<file path="config.mk">
export PLATFORM = sky130hd
export DESIGN_NAME = riscv_lsu
export DESIGN_NICKNAME = d
export VERILOG_FILES = /design/src/rtl/riscv_lsu.sv
export SDC_FILE = /design/constraint.sdc
export NUM_CORES = 1
export LEC_CHECK = 0
export CAP_MARGIN = 20
export CORE_MARGIN = 2
export CORE_UTILIZATION = 42
export CTS_BUF_LIST = sky130_fd_sc_hd__clkbuf_4
export CTS_CLUSTER_SIZE = 14
export DETAILED_ROUTE_END_ITERATION = 12
export GPL_TIMING_DRIVEN = 0
export PLACE_DENSITY = 0.89
export SYNTH_ARGS = -nofsm -noshare
export SYNTH_HDL_FRONTEND = slang
export SYNTH_SLANG_ARGS = --single-unit
</file>
<file path="constraint.sdc">
create_clock -name clk_i -period 1.85 [get_ports clk_i]
set_input_delay 0.2775 -clock clk_i [delete_from_list [all_inputs] [get_ports clk_i]]
set_output_delay 0.2775 -clock clk_i [all_outputs]
set_load 0.01 [all_outputs]
</file>
<file path="src/rtl/riscv_lsu.sv">
// Load-store unit: turns the core's byte/half/word data requests into
// word-wide, byte-enabled memory transactions with a req/ready handshake.
// Stalls the core for the whole access, steers store lanes, extends loads,
// and flags misaligned/illegal accesses and memory timeouts.
module riscv_lsu #(
  parameter int unsigned TIMEOUT = 255
) (
  input  logic        clk_i,
  input  logic        rst_ni,
  input  logic        core_req_i,
  input  logic        core_we_i,
  input  logic [2:0]  core_size_i,
  input  logic [31:0] core_addr_i,
  input  logic [31:0] core_wd_i,
  output logic [31:0] core_rd_o,
  output logic        core_stall_o,
  output logic        core_err_o,
  output logic        mem_req_o,
  output logic        mem_we_o,
  output logic [3:0]  mem_be_o,
  output logic [31:0] mem_addr_o,
  output logic [31:0] mem_wd_o,
  input  logic [31:0] mem_rd_i,
  input  logic        mem_ready_i
);

  localparam int CW = (TIMEOUT > 1) ? $clog2(TIMEOUT + 1) : 1;
  localparam logic [CW-1:0] TO_LAST = CW'(TIMEOUT - 1);

  typedef enum logic [1:0] {IDLE, BUSY, DONE} state_e;

  state_e        state_q;
  logic          we_q;
  logic [2:0]    size_q;
  logic [1:0]    off_q;
  logic          err_q;
  logic [CW-1:0] cnt_q;
  logic [31:0]   rd_q;
  logic          mem_req_q, mem_we_q;
  logic [3:0]    be_q;
  logic [31:0]   maddr_q, mwd_q;

  logic          illegal, misal;
  logic [3:0]    be_d;
  logic [31:0]   wd_d;
  logic [7:0]    byte_v;
  logic [15:0]   half_v;
  logic [31:0]   ld_d;
  logic          timeout_hit;

  // Decode the incoming request: legality, alignment and store lane steering
  always_comb begin
    illegal = (core_size_i == 3'd3) || (core_size_i[2:1] == 2'b11) ||
              (core_we_i && core_size_i[2]);
    misal   = ((core_size_i[1:0] == 2'd1) && core_addr_i[0]) ||
              ((core_size_i[1:0] == 2'd2) && (core_addr_i[1:0] != 2'd0));
    case (core_size_i[1:0])
      2'd0: begin
        be_d = 4'b0001 << core_addr_i[1:0];
        wd_d = {4{core_wd_i[7:0]}};
      end
      2'd1: begin
        be_d = core_addr_i[1] ? 4'b1100 : 4'b0011;
        wd_d = {2{core_wd_i[15:0]}};
      end
      default: begin
        be_d = 4'b1111;
        wd_d = core_wd_i;
      end
    endcase
  end

  // Pick the addressed lane(s) out of the returned word and extend them
  always_comb begin
    byte_v = mem_rd_i[{off_q, 3'b000} +: 8];
    half_v = off_q[1] ? mem_rd_i[31:16] : mem_rd_i[15:0];
    case (size_q)
      3'd0:    ld_d = {{24{byte_v[7]}}, byte_v};
      3'd1:    ld_d = {{16{half_v[15]}}, half_v};
      3'd4:    ld_d = {24'd0, byte_v};
      3'd5:    ld_d = {16'd0, half_v};
      default: ld_d = mem_rd_i;
    endcase
    timeout_hit = (TIMEOUT != 0) && (cnt_q == TO_LAST);
  end

  // Access sequencer: IDLE -> BUSY -> DONE, or IDLE -> DONE on a bad request
  always_ff @(posedge clk_i or negedge rst_ni) begin
    if (!rst_ni) begin
      state_q   <= IDLE;
      we_q      <= 1'b0;
      size_q    <= 3'd0;
      off_q     <= 2'd0;
      err_q     <= 1'b0;
      cnt_q     <= '0;
      rd_q      <= 32'd0;
      mem_req_q <= 1'b0;
      mem_we_q  <= 1'b0;
      be_q      <= 4'd0;
      maddr_q   <= 32'd0;
      mwd_q     <= 32'd0;
    end else begin
      case (state_q)
        IDLE: if (core_req_i) begin
          we_q   <= core_we_i;
          size_q <= core_size_i;
          off_q  <= core_addr_i[1:0];
          cnt_q  <= '0;
          if (illegal || misal) begin
            // bad request never reaches memory; a load result reads as zero
            err_q   <= 1'b1;
            state_q <= DONE;
            if (!core_we_i) rd_q <= 32'd0;
          end else begin
            mem_req_q <= 1'b1;
            mem_we_q  <= core_we_i;
            be_q      <= be_d;
            maddr_q   <= {core_addr_i[31:2], 2'b00};
            mwd_q     <= wd_d;
            state_q   <= BUSY;
          end
        end
        BUSY: begin
          cnt_q <= cnt_q + CW'(1);
          // a request withdrawn mid-access still finishes but is not retired
          if (mem_ready_i) begin
            mem_req_q <= 1'b0;
            state_q   <= DONE;
            if (!we_q && core_req_i) rd_q <= ld_d;
          end else if (timeout_hit) begin
            mem_req_q <= 1'b0;
            err_q     <= 1'b1;
            state_q   <= DONE;
            if (!we_q && core_req_i) rd_q <= 32'd0;
          end
        end
        default: begin
          err_q   <= 1'b0;
          state_q <= IDLE;
        end
      endcase
    end
  end

  assign core_stall_o = core_req_i & (state_q != DONE);
  assign core_err_o   = err_q;
  assign core_rd_o    = rd_q;
  assign mem_req_o    = mem_req_q;
  assign mem_we_o     = mem_we_q;
  assign mem_be_o     = be_q;
  assign mem_addr_o   = maddr_q;
  assign mem_wd_o     = mwd_q;

endmodule

</file>
Word-level counts from Yosys, hierarchy flattened:

Cells that the tools add are included.

* add/subtract/negate cells: 1
* eq/ne operators: 18
* shifts and indexed selects: 2
* muxes and demuxes: 30
* bitwise operators: 2
* reductions and logical operators: 21

Operators with widths (count)
* $mux 32: 7
* $pmux 32 s2: 2
* $pmux 32 s4: 1
* $shiftx 32x6->8: 1
* $mux 16: 1
* $ne 2x2->1 const B: 8
* $pmux 8 s2: 1
* $add 8x1->8 const B: 1
* $eq 8x8->1 const B: 1
* $mux 1: 8
* $mux 2: 4
* $mux 8: 1
* $pmux 4 s2: 1
* $reduce_and 4->1: 2
* $eq 3x3->1 const B: 2
* $reduce_and 2->1: 3
* $reduce_and 6->1: 1
* $eq 2x1->1 const B: 2
* $eq 2x2->1 const B: 2
* $logic_and 1x1->1: 4
* $logic_not 2->1: 2
* $logic_or 1x1->1: 4
* $mux 4: 1
* $pmux 1 s2: 2
* 11 further kinds: 12

* register bits: 117
* bits of input ports: 104
* output and inout port bits: 104
* word-level logic and storage cells: 86

Longest topological paths before layout:

* word-level depth: 7
* depth in mapped cells: 7
* gate-level depth less buffers: 6

Worst setup path after synthesis:

No wires, ideal clock.

* path type: reg-to-reg
* start: register off_q[0]
* end: register rd_q[20] (netlist: core_rd_o[20])
* setup time: 125 ps
* data arrival time: 1782 ps
* data required time: 1725 ps
* setup slack: -57 ps
* cell stages (with the launch flop): 7
* buffers on the path: 2
* period minus slack after synthesis: 1907 ps
* cells stage by stage: dfrtp_1 clkbuf_1 mux2_2 a221oi_4 buf_4 a221oi_1 mux2_2

* cells in the longest elaborated chain, start to end: 5

Ends and longest elaborated chain
* from (decl): RTL line 35 `logic [1:0] off_q;`
* from (signal assigned): RTL line 107 `off_q <= core_addr_i[1:0];`
* $shiftx 32x6->8: RTL line 75 `byte_v = mem_rd_i[{off_q, 3'b000} +: 8];`
* $pmux 32 s4: RTL line 77 `case (size_q)`
* $mux 32: RTL line 129 `if (!we_q && core_req_i) rd_q <= ld_d;`
* $mux 32: RTL line 126 `if (mem_ready_i) begin`
* $pmux 32 s2: RTL line 103 `case (state_q)`
* to (signal assigned): RTL line 129
* to (decl): RTL line 38 `logic [31:0] rd_q;`

Every way passes these cells. The select of a mux whose other input is x is not followed.
A chain may end at the register's enable or synchronous reset.

Worst setup path in the final report:

* start: register off_q[0]
* end: register rd_q[16] (netlist: core_rd_o[16])

Same word-level chain as after synthesis.

==> impl_metrics.yaml <==
placed_design:
  placed_cell_area_mm2: 0.00803
  place_ws_ns: -0.737
  hpwl_um: 12200
  io_buffers: 204
  dp.cells: 896
  gp_congestion: 0.908
pwr:
  seqPwrFrac_pct: 39.5
  total_power_mw: 9.08
  p_int_mw: 6.11
  power.switching_mw: 2.97
  switching_share_pct: 32.7
  leakage_nw: 3.84
  p_per_area_mw_per_mm2: 1060
  clock_power_share_pct: 19.7
  peakVddDrop_v: 0.000675
  power_frac_comb_pct: 40.8
finish:
  fillers: 1019
  nNetsFinal: 863
  synthToLayoutAreaGrowth_pct: 50.0
  n_antenna_cell: 0
  mostFrequentLayoutCell: "clkdlybuf4s50_1"
  mostFrequentLayoutCells: "clkdlybuf4s50_1, dfrtp_1, mux2_2"
  ff_latch_area_mm2: 0.00293
  final_area_mm2: 0.00860
  multi_input_area_mm2: 0.00256
  drive_above_1_share_pct: 23.4
  layout.cells.non_filler: 946
yosys:
  synth-edff-count: 0
  synth_cell_types: 45
  yosys_register_bits: 117
  async_reset_ff_share_pct: 100
  synth_top_area_cell: "dfrtp_1"
  synth_warnings: 0
  synth_area_leaders: "dfrtp_1, mux2_2, mux2i_1"
  synth_top_area_share_pct: 51.0
  ys.flop_type: "dfrtp_1"
  synth_seq_area_share_pct: 51.0
  netlist_area_mm2: 0.00574
  avgSynthCellArea_um2: 11.2
  synthCells: 514
cts:
  clk_pin_slew_ns: 0.11
  cts_tree: "done"
  cts_buffers: 17
  cts_buffer_depth: 2
  clock_latency_ns: 0.53
  cts-root-buf: "clkbuf_4"
  htreeDepth: 4
  numClockSinks: 117
timing:
  fin_crit_ns: 1.94
  relSlewSlack_pct: 38.6
  setup-violations-final: 30
  finalHoldViolCount: 0
  rsz0062_at_grt: "yes"
  timing.fmax_mhz: 517
  post-route-period-util_pct: 105
  slew_viol_final: 0
  finalWorstSetupSlack_ns: -0.0853
  skew_ns: 0.0182
  setup_tns_ns: -1.36
  worst_pin_slew_ns: 0.918
worst_setup_path:
  path_cells: "buf_6, mux2_2, a221oi_4, buf_6, buf_4, a221oi_1, mux2_2"
  cp-start-kind: "flip-flop"
  reg2reg_to: "core_rd_o[16]"
  rrSetupSlack_ns: -0.09
  reg2reg_depth: 7
  crit_path_end_kind: "flip-flop"
  crit_path_top_delay_cell: "dfrtp_1"
  crit_buf_inv: 3
  path_delay_family: "multiplexers"
  slowest_delay_ns: 0.37
  crit_type: "reg2reg"
  cp.required_ns: 2.28
  cp-startpoint: "off_q[0]"
  worstPathArrival_ns: 2.36
  critical_path_peak_fanout: 8
  reg2reg_from: "off_q[0]"
global_route:
  grt_usage_pct: 23.7
  antenna_found_initial: 0
  grt_pass1_vias: 5167
  grt_pass1_wl_um: 26800
  grt_start_max_net_pins: 61
  overflow: 0
worst_hold_path:
  hold_path.class: "in2async"
floorplan:
  dieArea_mm2: 0.0146
  start_util_pct: 43.1
  chipWidth_um: 121
  rows: 42
  core_mm2: 0.0133
  ios: 208
  chipHeight_um: 121
detailed_routing:
  wl_per_cell_um: 18.2
  vias: 5143
  drc_errors: 0
  drtPass1Iterations: 5
  drt-initial-drc-count: 343
  drt.antenna.violating_nets: 0
  viasPerCell: 5.44
  wl_um: 17200
flow_run:
  cap_viol_max_count: 0
status:
  violations: "setup timing"
  run_status: "finished with violations"
## synthesized netlist by cell type, types with 2 or more instances
| library cell | count |
|---|---|
| a21oi_1 | 18 |
| a221oi_1 | 25 |
| a22o_1 | 2 |
| a31oi_1 | 8 |
| buf_2 | 11 |
| buf_4 | 4 |
| buf_6 | 4 |
| clkbuf_1 | 20 |
| dfrtp_1 | 117 |
| ha_1 | 2 |
| inv_1 | 33 |
| mux2_2 | 79 |
| mux2i_1 | 26 |
| nand2_1 | 59 |
| nand2b_1 | 3 |
| nand3_1 | 4 |
| nand3b_1 | 2 |
| nand4_1 | 3 |
| nor2_1 | 14 |
| nor2b_1 | 2 |
| nor3_1 | 4 |
| nor3b_1 | 3 |
| nor4_4 | 2 |
| o21ai_0 | 41 |
| o221a_2 | 6 |
| o2bb2ai_1 | 2 |
| or2_2 | 2 |
## worst register-to-register path: stages (launching register included)
cell and delay, ns:
dfrtp_1 0.37, buf_6 0.13, mux2_2 0.36, a221oi_4 0.27, buf_6 0.16, buf_4 0.14, a221oi_1 0.10, mux2_2 0.31
## metrics by stage
step / hold slack [ns] / util, %
6_report: 0.270 / 64.7
5_1_grt: 0.297 / 64.7
4_1_cts: 0.264 / 63.6
3_5_place_dp: 0.286 / 60.4
3_3_place_gp: 0.460 / 60.2
2_1_floorplan: -0.0181 / -
## area by class of cell
cell class              instances  share of cell area (%)
clock inverters                12                    1.31
inverters                      33                    1.44
well taps                     176                    2.56
repair buffers                224                    26.3
flip-flops and latches        117                    34.0
multi-input cells             325                    29.7
plain buffers                  39                    2.88
clock buffers                  20                    1.74
## repair_timing
item,CTS,global route
endpoints found under the setup margin,101,46
pin swaps,5,5
resized for setup,20,37
hold endpoints to repair,57,0
cloned,1,2
setup buffers,8,8
hold buffers,1,0
## layer usage
metal  global-route usage, %  part of all wire (%)  vias up  wire [um]
li1                        -                     -     2317          -
met1                    27.9                    39     2525       6660
met2                    40.4                    50      274       8630
met3                    7.99                   9.5       27       1640
met4                    8.21                   1.5        0        252
met5                       0                     0        -          0
## flip-flops by register name, indices dropped and copies added (netlist names), 2 cells and up
| register | flops |
|---|---|
| core_rd_o | 32 |
| mem_wd_o | 32 |
| mem_be_o | 4 |
| size_q | 3 |
| state_q | 2 |
| off_q | 2 |
| mem_addr_o | 30 |
| cnt_q | 8 |
## power by group through the flow
stage | sequential (mW) | clock, mW | combinational [mW]
2_1_floorplan | 3.88 | 0 | 1.24
3_3_place_gp | 3.58 | 0 | 3.37
3_5_place_dp | 3.62 | 0 | 3.45
4_1_cts | 3.58 | 1.83 | 3.56
5_1_grt | 3.66 | 1.95 | 3.97
6_report | 3.59 | 1.79 | 3.71
## cell families after synthesis
| group | count (synthesis) | share of synthesized area [%] |
|---|---|---|
| DFF | 117 | 51.0 |
| AOI/OAI and AO/OA | 112 | 13.7 |
| muxes | 105 | 20.0 |
| and+or+nand+nor | 103 | 8.77 |
| buffers and inverters | 73 | 5.80 |
| adders and majority gates | 2 | 0.436 |
| other | 1 | 0.0654 |
| xor gates and xnor gates | 1 | 0.153 |
## how the worst max path moves through the flow
stage	to	slack (ns)	cells after the start
after floorplan	core_rd_o[6]	0.003	7
after global placement	mem_addr_o[16]	-4.12	1
after detailed placement	mem_wd_o[20]	-0.74	7
after CTS	core_rd_o[18]	-0.19	7
after global routing	core_rd_o[18]	-0.16	6
final	core_rd_o[16]	-0.09	7
Power figures use the tool's default switching activity.
==> patch, RTL diff (config.mk and constraints unchanged) <==
Set the parameter `TIMEOUT` to 510 (it was 255).
--- a/src/rtl/riscv_lsu.sv
+++ b/src/rtl/riscv_lsu.sv
@@ -3,7 +3,7 @@
 // Stalls the core for the whole access, steers store lanes, extends loads,
 // and flags misaligned/illegal accesses and memory timeouts.
 module riscv_lsu #(
-  parameter int unsigned TIMEOUT = 255
+  parameter int unsigned TIMEOUT = 510
 ) (
   input  logic        clk_i,
   input  logic        rst_ni,
Check against the original RTL: no difference found for any inputs over 4 cycles, from zero or initial values and one cycle with rst_ni low; that may be too few to reach the edited logic, so the function may still have changed.
==> patch against the unedited design <==
The run still ends with negative setup slack left; first-iteration DRC count fell by 5.5%; global-route usage fell by 0.50 points; routed wire length rose by 3.8%; setup slack improved by 0.083 ns; maximum frequency rose by 4.5%; clock power fell by 9%; via count rose by 5.5%; design area rose by 3.1%; area after synthesis rose by 7.5%; sequential power rose by 2%; final cell count rose by 6.7%; total power rose by 0.82%; core utilization fell by 3.2 points; sequential cell count rose by 1.
==> patch: results (changes against the unedited design) <==
Timing
The worst hold slack after final layout is 0.2324 ns (was 0.2701 ns). The remaining max-slew budget at the tightest pin is 0.3655 (was 0.3858). The post-layout worst setup margin came to -0.001914 ns (was -0.08527 ns).

The final number of setup-violating endpoints was 2 (was 30).

Final layout
The final-stage net count is 920 (was 863). The share of cells above drive strength 1 came to 0.1915 (was 0.2338). The number of non-filler instances in the completed layout came to 1009 (was 946). The layout filler cell count is 1157 (was 1019).

GRT
The overall global routing resource usage is 0.2320 (was 0.2370). The number of global-route vias before repair is 5658 (was 5167). The wire length of the first global-routing pass is 29.03 mm (was 26.81 mm).

Synth
The post-synthesis cell type count is 44 (was 45). The xor/xnor cell area share of the yosys netlist is 0 (was 0.001527). The number of instances in the synthesized netlist is 583 (was 514). The post-synthesis adder-cell area fraction was 0.004060 (was 0.004363). Synth area leaders: sky130_fd_sc_hd__dfrtp_1 48%, sky130_fd_sc_hd__mux2_2 10%, sky130_fd_sc_hd__mux2i_1 8.6% (was sky130_fd_sc_hd__dfrtp_1 51%, sky130_fd_sc_hd__mux2_2 16%, sky130_fd_sc_hd__mux2i_1 4.5%). The sequential cell area fraction in the yosys report came to 0.4791 (was 0.5105). The mux contribution to synthesized area is 0.2194 (was 0.2005).

Pwr
The share of total power in combinational logic was 0.423 (was 0.408). The leakage power is 0.003872 µW (was 0.003836 µW). The sequential power share is 0.399 (was 0.395). The cell area power density is 1032 mW/mm² (was 1056 mW/mm²).

Place
The placed instance area was 0.008478 mm² (was 0.008031 mm²). The number of placed instances, taps included was 974 (was 896).

Run status
Status: finished, violations left (unchanged). Violations in the final reports: negative setup slack (unchanged).
## patch: layout make-up
type / count / area [µm²] / share of cell area
Inverter: 21 / 78.83 / 0.008885
Timing Repair Buffer: 215 / 2153 / 0.2427
Multi-Input combinational cell: 400 / 2958 / 0.3334
Tap cell: 184 / 230.2 / 0.02595
Clock buffer: 19 / 142.6 / 0.01608
Sequential cell: 118 / 2955 / 0.3331
Clock inverter: 11 / 87.58 / 0.009872
Buffer: 41 / 266.5 / 0.03004
## patch: routing by layer
layer  vias to the layer above  part of all wire
met1                      2605              0.40
met3                        43             0.093
met5                         -                 0
met4                         0             0.025
met2                       262              0.49
li1                       2515                 -
## patch: critical path, stage by stage, from the launching register on
cell and delay (ns):
sky130_fd_sc_hd__dfrtp_1 0.33, sky130_fd_sc_hd__buf_2 0.20, sky130_fd_sc_hd__mux2i_2 0.34, sky130_fd_sc_hd__o22ai_4 0.17, sky130_fd_sc_hd__clkbuf_4 0.22, sky130_fd_sc_hd__a22o_1 0.21, sky130_fd_sc_hd__mux2_2 0.27
